===== config.mk =====
export PLATFORM = sky130hd
export DESIGN_NAME = truth_table_sweeper
export DESIGN_NICKNAME = d
export VERILOG_FILES = /design/src/rtl/truth_table_sweeper_pkg.sv /design/src/rtl/truth_table_sweeper_timer.sv /design/src/rtl/truth_table_sweeper.sv
export SDC_FILE = /design/constraint.sdc
export NUM_CORES = 1
export LEC_CHECK = 0
export CAP_MARGIN = 10
export CORE_MARGIN = 8
export CORE_UTILIZATION = 35
export CTS_CLUSTER_DIAMETER = 200
export DETAILED_ROUTE_END_ITERATION = 6
export SLEW_MARGIN = 15
export SYNTH_ARGS = -nofsm -noshare
export SYNTH_HDL_FRONTEND = slang
export SYNTH_SLANG_ARGS = --single-unit

===== constraint.sdc =====
create_clock -name clk -period 1.45 [get_ports clk]
set_input_delay 0.2175 -clock clk [delete_from_list [all_inputs] [get_ports clk]]
set_output_delay 0.2175 -clock clk [all_outputs]
set_load 0.02 [all_outputs]

===== src/rtl/truth_table_sweeper_pkg.sv =====
// tt_sweep_pkg: shared types and helpers for the truth-table sweeper.
//   state_t        sweep FSM states
//   TT_ONE_HOT_3   truth-table code of the 3-input exactly-one-hot gate
//   idx_to_inputs  combination index -> {in1,in2,in3}
package tt_sweep_pkg;

    typedef enum logic [2:0] {
        IDLE   = 3'd0,
        APPLY  = 3'd1,
        SETTLE = 3'd2,
        SAMPLE = 3'd3,
        DONE   = 3'd4
    } state_t;

    localparam logic [7:0] TT_ONE_HOT_3 = 8'h16;

    // in1 is the MSB of the index, in3 the LSB, so the mapping is identity.
    function automatic logic [2:0] idx_to_inputs(input logic [2:0] idx);
        return idx;
    endfunction

endpackage


===== src/rtl/truth_table_sweeper_timer.sv =====
// sweep_timer: loadable down-counter with a zero flag, shared by the
// SETTLE and SAMPLE phases of the sweeper.
//   clk       clock, rising edge
//   rst_n     synchronous active-low reset (count -> 0)
//   load      load load_val this cycle (wins over counting)
//   load_val  value to load
//   zero      count is zero
// The counter counts down by one per cycle and parks at zero.
module sweep_timer #(
    parameter int W = 3
) (
    input  logic         clk,
    input  logic         rst_n,
    input  logic         load,
    input  logic [W-1:0] load_val,
    output logic         zero
);

    logic [W-1:0] count;

    always_ff @(posedge clk) begin
        if (!rst_n) begin
            count <= '0;
        end else if (load) begin
            count <= load_val;
        end else if (count != '0) begin
            count <= count - 1'b1;
        end
    end

    assign zero = (count == '0);

endmodule


===== src/rtl/truth_table_sweeper.sv =====
// truth_table_sweeper: drives a 3-input combinational gate through all 8
// input combinations, samples its output after a settle period, assembles
// the 8-bit truth table and compares it with EXPECTED_TT.
//   clk       clock, rising edge
//   rst_n     synchronous active-low reset
//   start     sweep request, taken only in IDLE
//   abort     cancel a running sweep (wins over start)
//   dut_out   gate output, same clock domain
//   in1..in3  gate inputs, {in1,in2,in3} = combination index
//   busy      sweep in progress
//   done      one-cycle completion pulse
//   tt        captured table, tt[i] = out for index i
//   match     tt == EXPECTED_TT, valid from done until next start/abort
//   unstable  some combination gave disagreeing samples this sweep
module truth_table_sweeper
    import tt_sweep_pkg::*;
#(
    parameter logic [7:0] EXPECTED_TT   = TT_ONE_HOT_3,
    parameter int         SETTLE_CYCLES = 4,
    parameter int         NUM_SAMPLES   = 2
) (
    input  logic       clk,
    input  logic       rst_n,
    input  logic       start,
    input  logic       abort,
    input  logic       dut_out,
    output logic       in1,
    output logic       in2,
    output logic       in3,
    output logic       busy,
    output logic       done,
    output logic [7:0] tt,
    output logic       match,
    output logic       unstable
);

    localparam int CNT_MAX = (SETTLE_CYCLES > NUM_SAMPLES) ? SETTLE_CYCLES : NUM_SAMPLES;
    localparam int CW      = $clog2(CNT_MAX + 1);

    // The timer reads zero on the final cycle of a phase, so a phase of
    // length L is loaded with L-1.
    localparam logic [CW-1:0] SETTLE_LOAD = CW'((SETTLE_CYCLES > 0) ? SETTLE_CYCLES - 1 : 0);
    localparam logic [CW-1:0] SAMPLE_LOAD = CW'(NUM_SAMPLES - 1);

    state_t      state;
    logic [2:0]  idx;
    logic [2:0]  drive;
    logic        first;       // current SAMPLE cycle is the first of its combination
    logic        sample_bit;  // first sample of the current combination

    logic          tmr_load;
    logic [CW-1:0] tmr_val;
    logic          tmr_zero;

    assign {in1, in2, in3} = drive;

    // Timer is loaded on APPLY (settle length, or sample length when there
    // is no settle phase) and again on the last SETTLE cycle.
    always_comb begin
        tmr_load = 1'b0;
        tmr_val  = SAMPLE_LOAD;
        case (state)
            APPLY: begin
                tmr_load = 1'b1;
                tmr_val  = (SETTLE_CYCLES == 0) ? SAMPLE_LOAD : SETTLE_LOAD;
            end
            SETTLE: begin
                if (tmr_zero) tmr_load = 1'b1;
            end
            default: ;
        endcase
    end

    sweep_timer #(.W(CW)) u_timer (
        .clk      (clk),
        .rst_n    (rst_n),
        .load     (tmr_load),
        .load_val (tmr_val),
        .zero     (tmr_zero)
    );

    always_ff @(posedge clk) begin
        if (!rst_n) begin
            state      <= IDLE;
            idx        <= 3'd0;
            drive      <= 3'd0;
            busy       <= 1'b0;
            done       <= 1'b0;
            tt         <= 8'h00;
            match      <= 1'b0;
            unstable   <= 1'b0;
            first      <= 1'b0;
            sample_bit <= 1'b0;
        end else begin
            done <= 1'b0;
            if (state != IDLE && abort) begin
                state    <= IDLE;
                idx      <= 3'd0;
                drive    <= 3'd0;
                busy     <= 1'b0;
                tt       <= 8'h00;
                match    <= 1'b0;
                unstable <= 1'b0;
                first    <= 1'b0;
            end else begin
                case (state)
                    IDLE: begin
                        if (start) begin
                            idx      <= 3'd0;
                            drive    <= idx_to_inputs(3'd0);
                            tt       <= 8'h00;
                            match    <= 1'b0;
                            unstable <= 1'b0;
                            busy     <= 1'b1;
                            state    <= APPLY;
                        end
                    end
                    APPLY: begin
                        first <= 1'b1;
                        state <= (SETTLE_CYCLES == 0) ? SAMPLE : SETTLE;
                    end
                    SETTLE: begin
                        if (tmr_zero) state <= SAMPLE;
                    end
                    SAMPLE: begin
                        first <= 1'b0;
                        if (first) begin
                            sample_bit <= dut_out;
                        end else if (dut_out != sample_bit) begin
                            unstable <= 1'b1;
                        end
                        if (tmr_zero) begin
                            // With a single sample the first one is also the last.
                            tt[idx] <= first ? dut_out : sample_bit;
                            if (idx == 3'd7) begin
                                state <= DONE;
                            end else begin
                                idx   <= idx + 3'd1;
                                drive <= idx_to_inputs(idx + 3'd1);
                                state <= APPLY;
                            end
                        end
                    end
                    DONE: begin
                        // Results and the done pulse appear together on exit.
                        done  <= 1'b1;
                        busy  <= 1'b0;
                        match <= (tt == EXPECTED_TT);
                        drive <= 3'd0;
                        idx   <= 3'd0;
                        state <= IDLE;
                    end
                    default: state <= IDLE;
                endcase
            end
        end
    end

endmodule


; ---- Word level (Yosys, flattened, before mapping)
; Index checks and enable logic that the tools add are counted.
; W data, S select, Z words.
[totals]
regBits = 23
input_bits = 5
[classes]
reduce_logical = 18
order_cmp = 2
n_addsub = 2
mux = 30
eq_ne = 13
bitwise = 2
[ops]
columns = cell, count
row1 = $mux W3, 9
row2 = $mux W8, 2
row3 = $pmux W8 S2, 1
row4 = $ne A2 B2 Y1 const B, 6
row5 = $pmux W3 S4, 1
row6 = $pmux W1 S2, 5
row7 = $pmux W3 S3, 1
row8 = $reduce_bool A3 Y1, 3
row9 = $bwmux W8, 1
row10 = $eq A8 B5 Y1 const B, 1
row11 = $mux W1, 8
row12 = $reduce_and A4 Y1, 2
row13 = $reduce_bool A2 Y1, 4
row14 = $eq A3 B2 Y1 const B, 2
row15 = $eq A3 B3 Y1 const B, 2
row16 = $logic_not A3 Y1, 2
row17 = $reduce_and A3 Y1, 2
row18 = $lt A3 B4 Y1 const B, 1
row19 = $reduce_and A2 Y1, 2
row20 = $add A3 B1 Y3 const B, 1
row21 = $demux W1 S3, 1
row22 = $eq A3 B1 Y1 const B, 1
row23 = $ge A3 B1 Y1 const B, 1
row24 = $sub A3 B1 Y3 const B, 1
row25 = other kinds (5), 7

; ---- Depth between registers and ports, before layout
; Gate-level depths: netlist of the first run.
[depth]
word_depth = 7
depth_mapped = 7
mapped_depth_nobuf = 6

; ---- Cells and area by module
; A second synthesis of the first run with hierarchy kept.
[unflattened]
hier_cells = 141
hier_area_um2 = 1257.5
[modules_own_cells]
columns = mod, area_per_inst_um2, instances, cells_each
row1 = truth_table_sweeper, 1052.3, 1, 119
row2 = sweep_timer, 205.2, 1, 22

; ---- Worst setup path before layout of the first run
; Ideal clock, no wire load.
[synth_timing]
path_type = flip-flop to flip-flop
start = reg u_timer.count[0]
end = reg drive[1]
path_buffers = 1
slack_ns = -0.126
path_stages_with_launch = 8
required_ns = 1.378
arrival_time_ns = 1.505
setup_ns = 0.072
path_cell_list = dfxtp_1 > inv_1 > ha_1 > ha_1 > and4b_1 > buf_2 > a2bb2oi_2 > mux2i_1
[synth_between]
elab_chain_cells = 3
[synth_lines]
columns = element, line
row1 = from (decl), truth_table_sweeper_timer.sv:19  ; logic [W-1:0] count;
row2 = from (signal assigned), truth_table_sweeper_timer.sv:25  ; count <= load_val;
row3 = from (signal assigned), truth_table_sweeper_timer.sv:27  ; count <= count - 1'b1;
row4 = $logic_not A3 Y1, truth_table_sweeper_timer.sv:31  ; assign zero = (count == '0);
row5 = $ne A2 B2 Y1 (no source line), n/a
row6 = $reduce_and A4 Y1 (no source line), n/a
row7 = to (signal assigned), truth_table_sweeper.sv:110  ; drive <= idx_to_inputs(3'd0);
row8 = to (signal assigned), truth_table_sweeper.sv:139  ; drive <= idx_to_inputs(idx + 3'd1);
row9 = to (decl), truth_table_sweeper.sv:47  ; logic [2:0] drive;
; Every way passes these cells.
; A chain may end at the register's enable or synchronous reset.

; ---- Worst setup path in the final report of the first run
[layout_timing]
start = reg u_timer.count[0]
end = reg drive[2]
; The elaborated chain is that of the path after synthesis.

==> results.md, run 1 <==
- Hold Startpoint: match
- Compound-Gate Fraction of Synth Area: 0.216
- Primary FF master, synth: dfxtp_1
- Initial DRC count: 74
- Row count: 22
- Die width: 77.9 µm
- Layout cells sized above 1: 0.295
- Die height: 77.9 µm
- Fmax: 663 MHz
- R2r endpoint: drive[2]
- Final Hold Fails: 0
- Total wire length: 3490 µm
- CTS H-Tree Depth: 1
- Final WS setup: -0.0572 ns
- Hold Path End: match
- Yosys reg bits: 23
- Routed Antenna Nets: 0
- Comb pwr share: 0.424
- Clk slew on worst S/H paths: 0.09 ns
- Antenna diode count: 0
- Root buf cell: clkbuf_8
- Async SR Flop Fraction: 0
- Core area: 3660 µm²
- Worst Path Arrival: 1.70 ns
- Drt drc: 0
- Post-Syn Area per Cell: 9.50 µm²
- HPWL after detailed placement: 2570 µm
- I/O Pins: 20
- Sw Ratio: 0.342
- Post-synthesis sequential area ratio: 0.344
- Gr ovfl total: 0
- VDD IR-drop max: 595 µV
- CP Capture Type: register
- Drt first pass iters: 4
- WS Path Type: register to register
- All-Layer GR Usage: 0.115
- Initial antenna violation count: 0
- Power per standard cell area: 1070 nW/µm²
- Worst Reg2Reg Path Length in Cells: 7
- Reg2Reg Setup Slack: -0.06 ns
- DR vias: 1254
- WL/cell: 15.1 µm
- Initial core utilization: 0.366
- Vias in the first global route: 1257
- Final non-filler cell total: 231
- Mux share of post-synthesis cell area: 0.0224
- Final slew viol count: 0
- Number of setup violations in the final report: 7
- Clock share of power: 0.200
- Failing checks: negative setup slack
- # nets final: 193
- # clock sinks: 23
- Mapped Nets: 150
- Placed Cells: 225
- Hold-critical path depth: 2
- Largest fanout on the critical path: 5
- First-pass GRT wire length: 5890 µm
- Worst EP required: 1.64 ns
- Setup TNS: -0.177 ns
- Clk buf depth: 2
- Final critical-path required period: 1.51 ns
- RSZ-0062 raised after global routing: true
- Largest net degree at the start of global routing: 15
- Via-to-Cell Ratio: 5.43
- Num CTS Buffers: 3
- Reg area: 468 µm²
- Synth Area in Adders: 0.0373
- I/O Buffers: 19
- Number of flops mapped to enable cells by yosys: 0
- Xor/xnor share of the synthesized area: 0.0131
- CTS tree: built
- Total power: 2010 µW
- Leak pwr: 0.000879 µW
- Tcrit/Tclk final: 1.04
- Worst hold path class: register to register
- Seq pwr share: 0.376
- Cell Int Power: 1320 µW
- Finished Core Util: 0.512
- Worst Setup Start Kind: register
- Multi-input logic area: 857 µm²
- Area Overhead vs Synth: 39.9%
- Mapped Cells: 141
- FF-to-FF Start: u_timer.count[0]
- Worst Skew: 0.00575 ns
- Slew HR: 0.803
- Syn. warnings: 0
- Die area: 6060 µm²
- Post-Synth Simple-Gate Area: 0.293
- Combinational family with the most area after synthesis: simple AND/OR/NAND/NOR gates
- Fill cells: 335
- Cell area after synthesis: 1340 µm²
- Switch Pwr: 686 µW
- Max-Cap Viols: 0
- Netlist cell types: 51
- Clock Latency Late Sink: 0.26 ns
- Slew of the pin with the lowest slew margin: 0.294 ns
- Outcome: finished, violations left
- Final Wtd Congestion: 0.775
[metal layers]
layer	vias to the layer above	wire [µm]	part of all wire	track usage
li1	619	-	-	-
met5	-	0	0	0
met2	27	1720	0.49	0.195
met3	2	180	0.052	0.0415
met4	0	17	0.0049	0.0170
met1	606	1570	0.45	0.137
[area by class of cell]
| type | instances | area share |
|---|---|---|
| multi-input cells | 100 | 0.457 |
| flip-flops and latches | 23 | 0.250 |
| repair buffers | 49 | 0.222 |
| well taps | 48 | 0.0320 |
| clock buffers | 3 | 0.0220 |
| inverters | 7 | 0.0140 |
| clock inverters | 1 | 0.00267 |
[cell families (layout without fill, tap and decap cells)]
logic type	Yosys count	count (layout)
multiplexers	3	3
AND/OR/NAND/NOR	52	53
AO/OA/AOI/OAI	38	38
XOR/XNOR	2	2
adder cells (fa/ha/maj)	4	4
flip-flops	23	23
buffers and inverters	19	60
[stage by stage]
| step | area (µm²) | hold WS [ns] | setup slack [ns] |
|---|---|---|---|
| finish | 1870 | 0.489 | -0.0572 |
| CTS | 1850 | 0.496 | -0.0714 |
| detailed placement | 1740 | 0.484 | -0.210 |
| global placement | 1740 | 0.477 | -0.148 |
| floorplan | 1350 | 0.370 | 0.00879 |
| global route | 1870 | 0.529 | -0.140 |
[power groups by stage]
stage               Combinational, µW  Clock (µW)  Sequential (µW)
CTS                               845         412              751
finish                            851         401              754
floorplan                         482           0              743
detailed placement                711           0              754
global placement                  689           0              752
global route                      955         440              761
[synthesized netlist by cell type (all sizes together), types with 2 or more instances]
master | number | area [µm²]
nor4 | 3 | 25.0
nand3 | 2 | 10.0
inv | 7 | 26.3
dfxtp | 23 | 460
and2 | 2 | 12.5
o21ai | 3 | 15.0
nand2b | 5 | 31.3
or3 | 2 | 12.5
nand3b | 2 | 27.5
nor3 | 3 | 15.0
nand4b | 2 | 32.5
nand4 | 3 | 18.8
nor2b | 2 | 12.5
nor2 | 6 | 22.5
nor4b | 3 | 47.5
clkbuf | 5 | 18.8
and3b | 4 | 35.0
and3 | 3 | 18.8
nor3b | 3 | 22.5
ha | 4 | 50.1
a32o | 8 | 80.1
nand2 | 3 | 13.8
buf | 7 | 55.1
mux2i | 3 | 30.0
a21oi | 9 | 45.0
o22ai | 9 | 56.3
[timing repair]
action / CTS / global route
resized for setup: 24 / 9
pin swaps: 7 / 3
hold buffers: 0 / 0
setup endpoints to repair: 25 / 18
buffers inserted: 1 / 0
gates cloned: 1 / 0
[state kept, by name, summed over array words and instances (netlist names)]
name           count
tt                 8
drive              3
state              3
u_timer.count      3
busy               1
done               1
first              1
match              1
sample_bit         1
unstable           1
[layout by cell type (no fill, tap or decap), types with 3 or more instances in the layout]
| master | n |
|---|---|
| o22ai_1 | 9 |
| and3b_1 | 4 |
| dfxtp_1 | 19 |
| dlygate4sd2_1 | 11 |
| inv_1 | 4 |
| nand4_1 | 3 |
| mux2i_1 | 3 |
| a21oi_1 | 9 |
| clkdlybuf4s50_1 | 5 |
| nand2b_1 | 5 |
| inv_2 | 3 |
| dlymetal6s2s_1 | 3 |
| buf_4 | 28 |
| and3_1 | 3 |
| dfxtp_2 | 3 |
| nor2_1 | 6 |
| nor3b_1 | 3 |
| clkbuf_8 | 3 |
| a32o_1 | 8 |
| nor3_1 | 3 |
[worst max-delay path, stage by stage, from the launching register on]
cell and delay (ns):
dfxtp_2 0.34, inv_2 0.04, ha_4 0.16, ha_4 0.17, and4b_2 0.26, buf_6 0.14, a2bb2oi_4 0.14, mux2i_1 0.19
[worst max path at each step]
| stage | startpoint | to | slack [ns] | cells after the start |
|---|---|---|---|---|
| 2_1_floorplan | u_timer.count[0] | tt[1] | 0.009 | 7 |
| 3_3_place_gp | u_timer.count[0] | tt[3] | -0.15 | 6 |
| 3_5_place_dp | u_timer.count[0] | drive[2] | -0.21 | 7 |
| 4_1_cts | u_timer.count[0] | drive[2] | -0.07 | 7 |
| 5_1_grt | u_timer.count[1] | drive[2] | -0.14 | 7 |
| 6_report | u_timer.count[0] | drive[2] | -0.06 | 7 |
No activity file was read; power rests on OpenSTA's default activity.
==> run 2: changes to the inputs <==
--- a/config.mk
+++ b/config.mk
@@ -10,6 +10,7 @@
 export CORE_UTILIZATION = 35
 export CTS_CLUSTER_DIAMETER = 200
 export DETAILED_ROUTE_END_ITERATION = 6
+export RECOVER_POWER = 100
 export SLEW_MARGIN = 15
 export SYNTH_ARGS = -nofsm -noshare
 export SYNTH_HDL_FRONTEND = slang
==> results.md, run 2 (same netlist as run 1, synthesis figures left out) <==
- Worst Setup Start Kind: register
- Die height: 77.9 µm
- First-pass GRT wire length: 5890 µm
- Critical path's slowest cell: dfxtp_2
- CTS Hold Bufs: 0
- VDD IR-drop max: 593 µV
- CP peak stage delay: 0.34 ns
- CTS H-Tree Depth: 1
- Clk slew on worst S/H paths: 0.08 ns
- Num CTS Buffers: 3
- DR vias: 1267
- Finished Cell Area: 1830 µm²
- RSZ-0062 raised after global routing: true
- Largest net degree at the start of global routing: 15
- Slew of the pin with the lowest slew margin: 0.289 ns
- Most common cell after layout, fill and taps aside: buf_4
- Final slew viol count: 0
- Core area: 3660 µm²
- Root buf cell: clkbuf_8
- WL/cell: 15.1 µm
- Total power: 1990 µW
- Power per standard cell area: 1090 nW/µm²
- Initial antenna violation count: 0
- # clock sinks: 23
- WS Path Type: register to register
- Antenna diode count: 0
- Layout cells sized above 1: 0.284
- FF-to-FF Start: u_timer.count[0]
- Worst Skew: 0.00523 ns
- Hold Startpoint: match
- Worst EP required: 1.64 ns
- Clk buf depth: 2
- Final WS setup: -0.0574 ns
- Row count: 22
- Initial DRC count: 110
- Vias in the first global route: 1257
- Final Hold Fails: 0
- Total wire length: 3500 µm
- Initial core utilization: 0.366
- Slew HR: 0.807
- Critical path's most frequent cell: ha_4
- Drt drc: 0
- Clock Latency Late Sink: 0.26 ns
- Worst hold path class: register to register
- Die width: 77.9 µm
- Largest register by flop count: tt
- Tcrit/Tclk final: 1.04
- Number of setup violations in the final report: 7
- Die area: 6060 µm²
- Area Overhead vs Synth: 36.7%
- Outcome: finished, violations left
- HPWL after detailed placement: 2570 µm
- Gr ovfl total: 0
- Final critical-path required period: 1.51 ns
- Max reg flops: 8
- Largest fanout on the critical path: 5
- Final Wtd Congestion: 0.775
- Failing checks: negative setup slack
- Via-to-Cell Ratio: 5.48
- Max-Cap Viols: 0
- Leak pwr: 0.000810 µW
- Placed cell areas: 1740 µm²
- Fmax: 663 MHz
- CP Capture Type: register
- Worst Path Arrival: 1.70 ns
- Commonest non-fill, non-tap cells in the layout: buf_4 (25), dfxtp_1 (19), dlygate4sd2_1 (11)
- Worst-path cell chain: inv_2 -> ha_4 -> ha_4 -> and4b_2 -> buf_6 -> a2bb2oi_4 -> mux2i_1
- I/O Buffers: 19
- CTS tree: built
- Drt first pass iters: 4
- I/O Pins: 20
- Hold_ws: 0.494 ns
- All-Layer GR Usage: 0.115
- Critical path startpoint: u_timer.count[0]
- Routed Antenna Nets: 0
- # nets final: 193
==> run 2: cell types whose count changed in the layout (fill, tap and decap cells not counted), sizes merged <==
cell | previous run | this run
dlymetal6s2s | 3 | 0
buf | 30 | 27
clkbuf | 3 | 9
==> run 2: worst paths after layout <==
kind / to / cells after the start / slack [ns]
max: drive[2] / 7 / -0.06
max reg2reg: drive[2] / 7 / -0.06
min: match / 2 / 0.49
min reg2reg: match / 2 / 0.49
==> run 2: repair_timing <==
item / 4_1_cts / 5_1_grt
pin swaps: 7 / 3
gates resized for setup: 24 / 9
gates cloned: 1 / 0
setup buffers: 1 / 0
endpoints found under the setup margin: 25 / 18
==> run 2: per-stage QoR <==
step	TNS [ns]	worst slack, ns	std cells	util
global route	-0.912	-0.140	231	0.500
finish	-0.187	-0.0574	231	0.500
CTS	-0.257	-0.0714	231	0.504
global placement	-1.45	-0.148	225	0.475
floorplan	0	0.00879	141	-
detailed placement	-2.09	-0.210	225	0.475
==> run 2: power by group <==
| group | total, µW | switching (µW) | internal, µW |
|---|---|---|---|
| registers | 754 | 56.4 | 697 |
| clock network | 399 | 207 | 192 |
| logic | 837 | 418 | 419 |
| total | 1990 | 681 | 1310 |
==> run 2: layout make-up <==
class | instances | area, µm²
fill | 343 | 1830
multi-input combinational | 100 | 848
sequential | 23 | 468
timing repair buffer | 49 | 383
tap | 48 | 60.1
clock buffer | 3 | 41.3
inverter | 7 | 26.3
clock inverter | 1 | 5.00
==> run 2: critical path, delay by kind of cell (launching register included) <==
kind                     cells  cell delay [ns]
adder cells (fa/ha/maj)      2             0.33
AND/OR/NAND/NOR              1             0.26
flip-flops                   1             0.34
multiplexers                 1             0.19
AO/OA/AOI/OAI                1             0.14
buffers and inverters        2             0.18
==> run 2: metal layers <==
layer | up-vias | part of all wire | GRT usage
li1 | 618 | - | -
met1 | 616 | 0.45 | 0.137
met2 | 31 | 0.49 | 0.195
met3 | 2 | 0.055 | 0.0415
met4 | 0 | 0.0049 | 0.0170
met5 | - | 0 | 0
==> run 3: changes to the inputs <==
--- a/config.mk
+++ b/config.mk
@@ -11,7 +11,7 @@
 export CTS_CLUSTER_DIAMETER = 200
 export DETAILED_ROUTE_END_ITERATION = 6
 export RECOVER_POWER = 100
-export SLEW_MARGIN = 15
+export SLEW_MARGIN = 40
 export SYNTH_ARGS = -nofsm -noshare
 export SYNTH_HDL_FRONTEND = slang
 export SYNTH_SLANG_ARGS = --single-unit
==> constraint.sdc (replaced) <==
create_clock -name clk -period 1.5 [get_ports clk]
set_input_delay 0.225 -clock clk [delete_from_list [all_inputs] [get_ports clk]]
set_output_delay 0.225 -clock clk [all_outputs]
set_load 0.02 [all_outputs]
==> results.md, run 3 (same netlist as run 1, synthesis figures left out) <==
- Outcome: finished, final reports clean
- Clock Latency Late Sink: 0.27 ns
- Max-Cap Viols: 0
- Num CTS Buffers: 3
- Largest fanout on the critical path: 5
- Critical path's slowest cell: and4b_2
- Hold Startpoint: match
- Area Overhead vs Synth: 35.6%
- Tcrit/Tclk final: 0.980
- Worst Skew: 0.00364 ns
- # nets final: 190
- Finished Cell Area: 1820 µm²
- Largest net degree at the start of global routing: 14
- Slew HR: 0.723
- CTS tree: built
- Worst Reg2Reg Path Length in Cells: 6
- Worst hold path class: register to register
- Clk slew on worst S/H paths: 0.09 ns
- I/O Buffers: 19
- Total wire length: 3610 µm
- CTS H-Tree Depth: 1
- Final critical-path required period: 1.47 ns
- Initial antenna violation count: 0
- Power per standard cell area: 1060 nW/µm²
- Hold-critical path depth: 2
- WP buf/inv: 1
- Layout cells sized above 1: 0.322
- Via-to-Cell Ratio: 5.50
- Largest register by flop count: tt
- WS Path Type: register to register
- Critical path's most frequent cell: ha_4
- Die area: 6060 µm²
- Setup bufs post-CTS: 0
- Seq pwr share: 0.376
- Fmax: 680 MHz
- Vias in the first global route: 1229
- WL/cell: 15.8 µm
- Final Wtd Congestion: 0.781
- Comb pwr share: 0.417
- Slew of the pin with the lowest slew margin: 0.410 ns
- Number of setup violations in the final report: 0
- Switch Pwr: 659 µW
- # clock sinks: 23
- Hold Path End: match
- R2r endpoint: tt[2]
- HPWL after detailed placement: 2640 µm
- Total power: 1920 µW
- Initial core utilization: 0.366
- CP delay by family, top: simple AND/OR/NAND/NOR gates
- RSZ-0062 raised after global routing: true
- FF-to-FF Start: u_timer.count[0]
- Clock share of power: 0.207
- VDD IR-drop max: 602 µV
- Leak pwr: 0.000744 µW
- Routed Antenna Nets: 0
- Sw Ratio: 0.342
- Gr ovfl total: 0
- Drt first pass iters: 4
- CP Capture Type: register
- Die width: 77.9 µm
- Antenna diode count: 0
- Finished Core Util: 0.496
- CP peak stage delay: 0.34 ns
- Reg2Reg Setup Slack: 0.03 ns
- Root buf cell: clkbuf_8
- Final WS setup: 0.0299 ns
- Worst-path cell chain: inv_2 -> ha_4 -> ha_4 -> and4b_2 -> o22ai_2 -> a32o_1
- Worst EP required: 1.67 ns
- Most common cell after layout, fill and taps aside: buf_4
- Final slew viol count: 0
- Core area: 3660 µm²
- Final Hold Fails: 0
- First-pass GRT wire length: 5900 µm
- Worst Path Arrival: 1.64 ns
- Cell Int Power: 1270 µW
- Worst Setup Start Kind: register
- Clk buf depth: 2
- Placed cell areas: 1720 µm²
- All-Layer GR Usage: 0.117
- Commonest non-fill, non-tap cells in the layout: buf_4 (26), dfxtp_1 (18), a21oi_1 (9), clkdlybuf4s50_1 (9), a32o_1 (8)
- Max reg flops: 8
- Die height: 77.9 µm
- I/O Pins: 20
- Initial DRC count: 70
- Drt drc: 0
- DR vias: 1255
- Place WS: -0.154 ns
- Row count: 22
==> run 3: cell types whose count changed in the layout (fill, tap and decap cells not counted), sizes merged <==
cell / delta
clkbuf: +1
clkdlybuf4s50: +4
dlygate4sd2: -8
==> run 3: per-layer routing <==
| layer | vias to the layer above | track usage | share of wire |
|---|---|---|---|
| met2 | 18 | 0.204 | 0.50 |
| met5 | - | 0 | 0 |
| met3 | 4 | 0.0357 | 0.043 |
| li1 | 620 | - | - |
| met4 | 0 | 0.0415 | 0.013 |
| met1 | 613 | 0.132 | 0.44 |
==> run 3: per-stage QoR <==
stage               instances  TNS, ns  hold slack (ns)
floorplan                 141        0            0.378
global placement          223    -1.01            0.464
detailed placement        223    -1.33            0.479
CTS                       228        0            0.493
global route              228  -0.0391            0.522
finish                    228        0            0.492
==> run 3: timing repair <==
item	CTS	global route
hold buffers	0	0
endpoints found under the setup margin	13	22
resized for setup	8	23
pin swaps	1	11
cloned	1	0
==> run 3: how the worst max path moves through the flow <==
stage / startpoint / endpoint / slack [ns] / cells past startpoint
after floorplan: u_timer.count[0] / drive[1] / 0.02 / 7
after global placement: u_timer.count[0] / tt[1] / -0.12 / 6
after detailed placement: u_timer.count[0] / tt[7] / -0.15 / 6
after CTS: state[1] / tt[0] / 0.008 / 4
after global routing: u_timer.count[1] / drive[1] / -0.02 / 6
final: u_timer.count[0] / tt[2] / 0.03 / 6
==> run 3: power groups by stage <==
stage	combinational, µW	clock (µW)	sequential [µW]
2_1_floorplan	465	0	718
3_3_place_gp	667	0	723
3_5_place_dp	686	0	726
4_1_cts	752	408	713
5_1_grt	896	433	730
6_report	803	398	723
==> run 3: area by class of cell <==
| type | instances | area, µm² |
|---|---|---|
| fillers | 346 | 1840 |
| multi-input cells | 100 | 868 |
| flip-flops and latches | 23 | 467 |
| repair buffers | 46 | 349 |
| well taps | 48 | 60.1 |
| clock buffers | 3 | 41.3 |
| inverters | 7 | 26.3 |
| clock inverters | 1 | 5.00 |
==> run 3: worst min-delay path: stages, from the launching register on <==
cell     delay [ns]
dfxtp_1        0.32
o21ai_1        0.07
a21oi_1        0.06
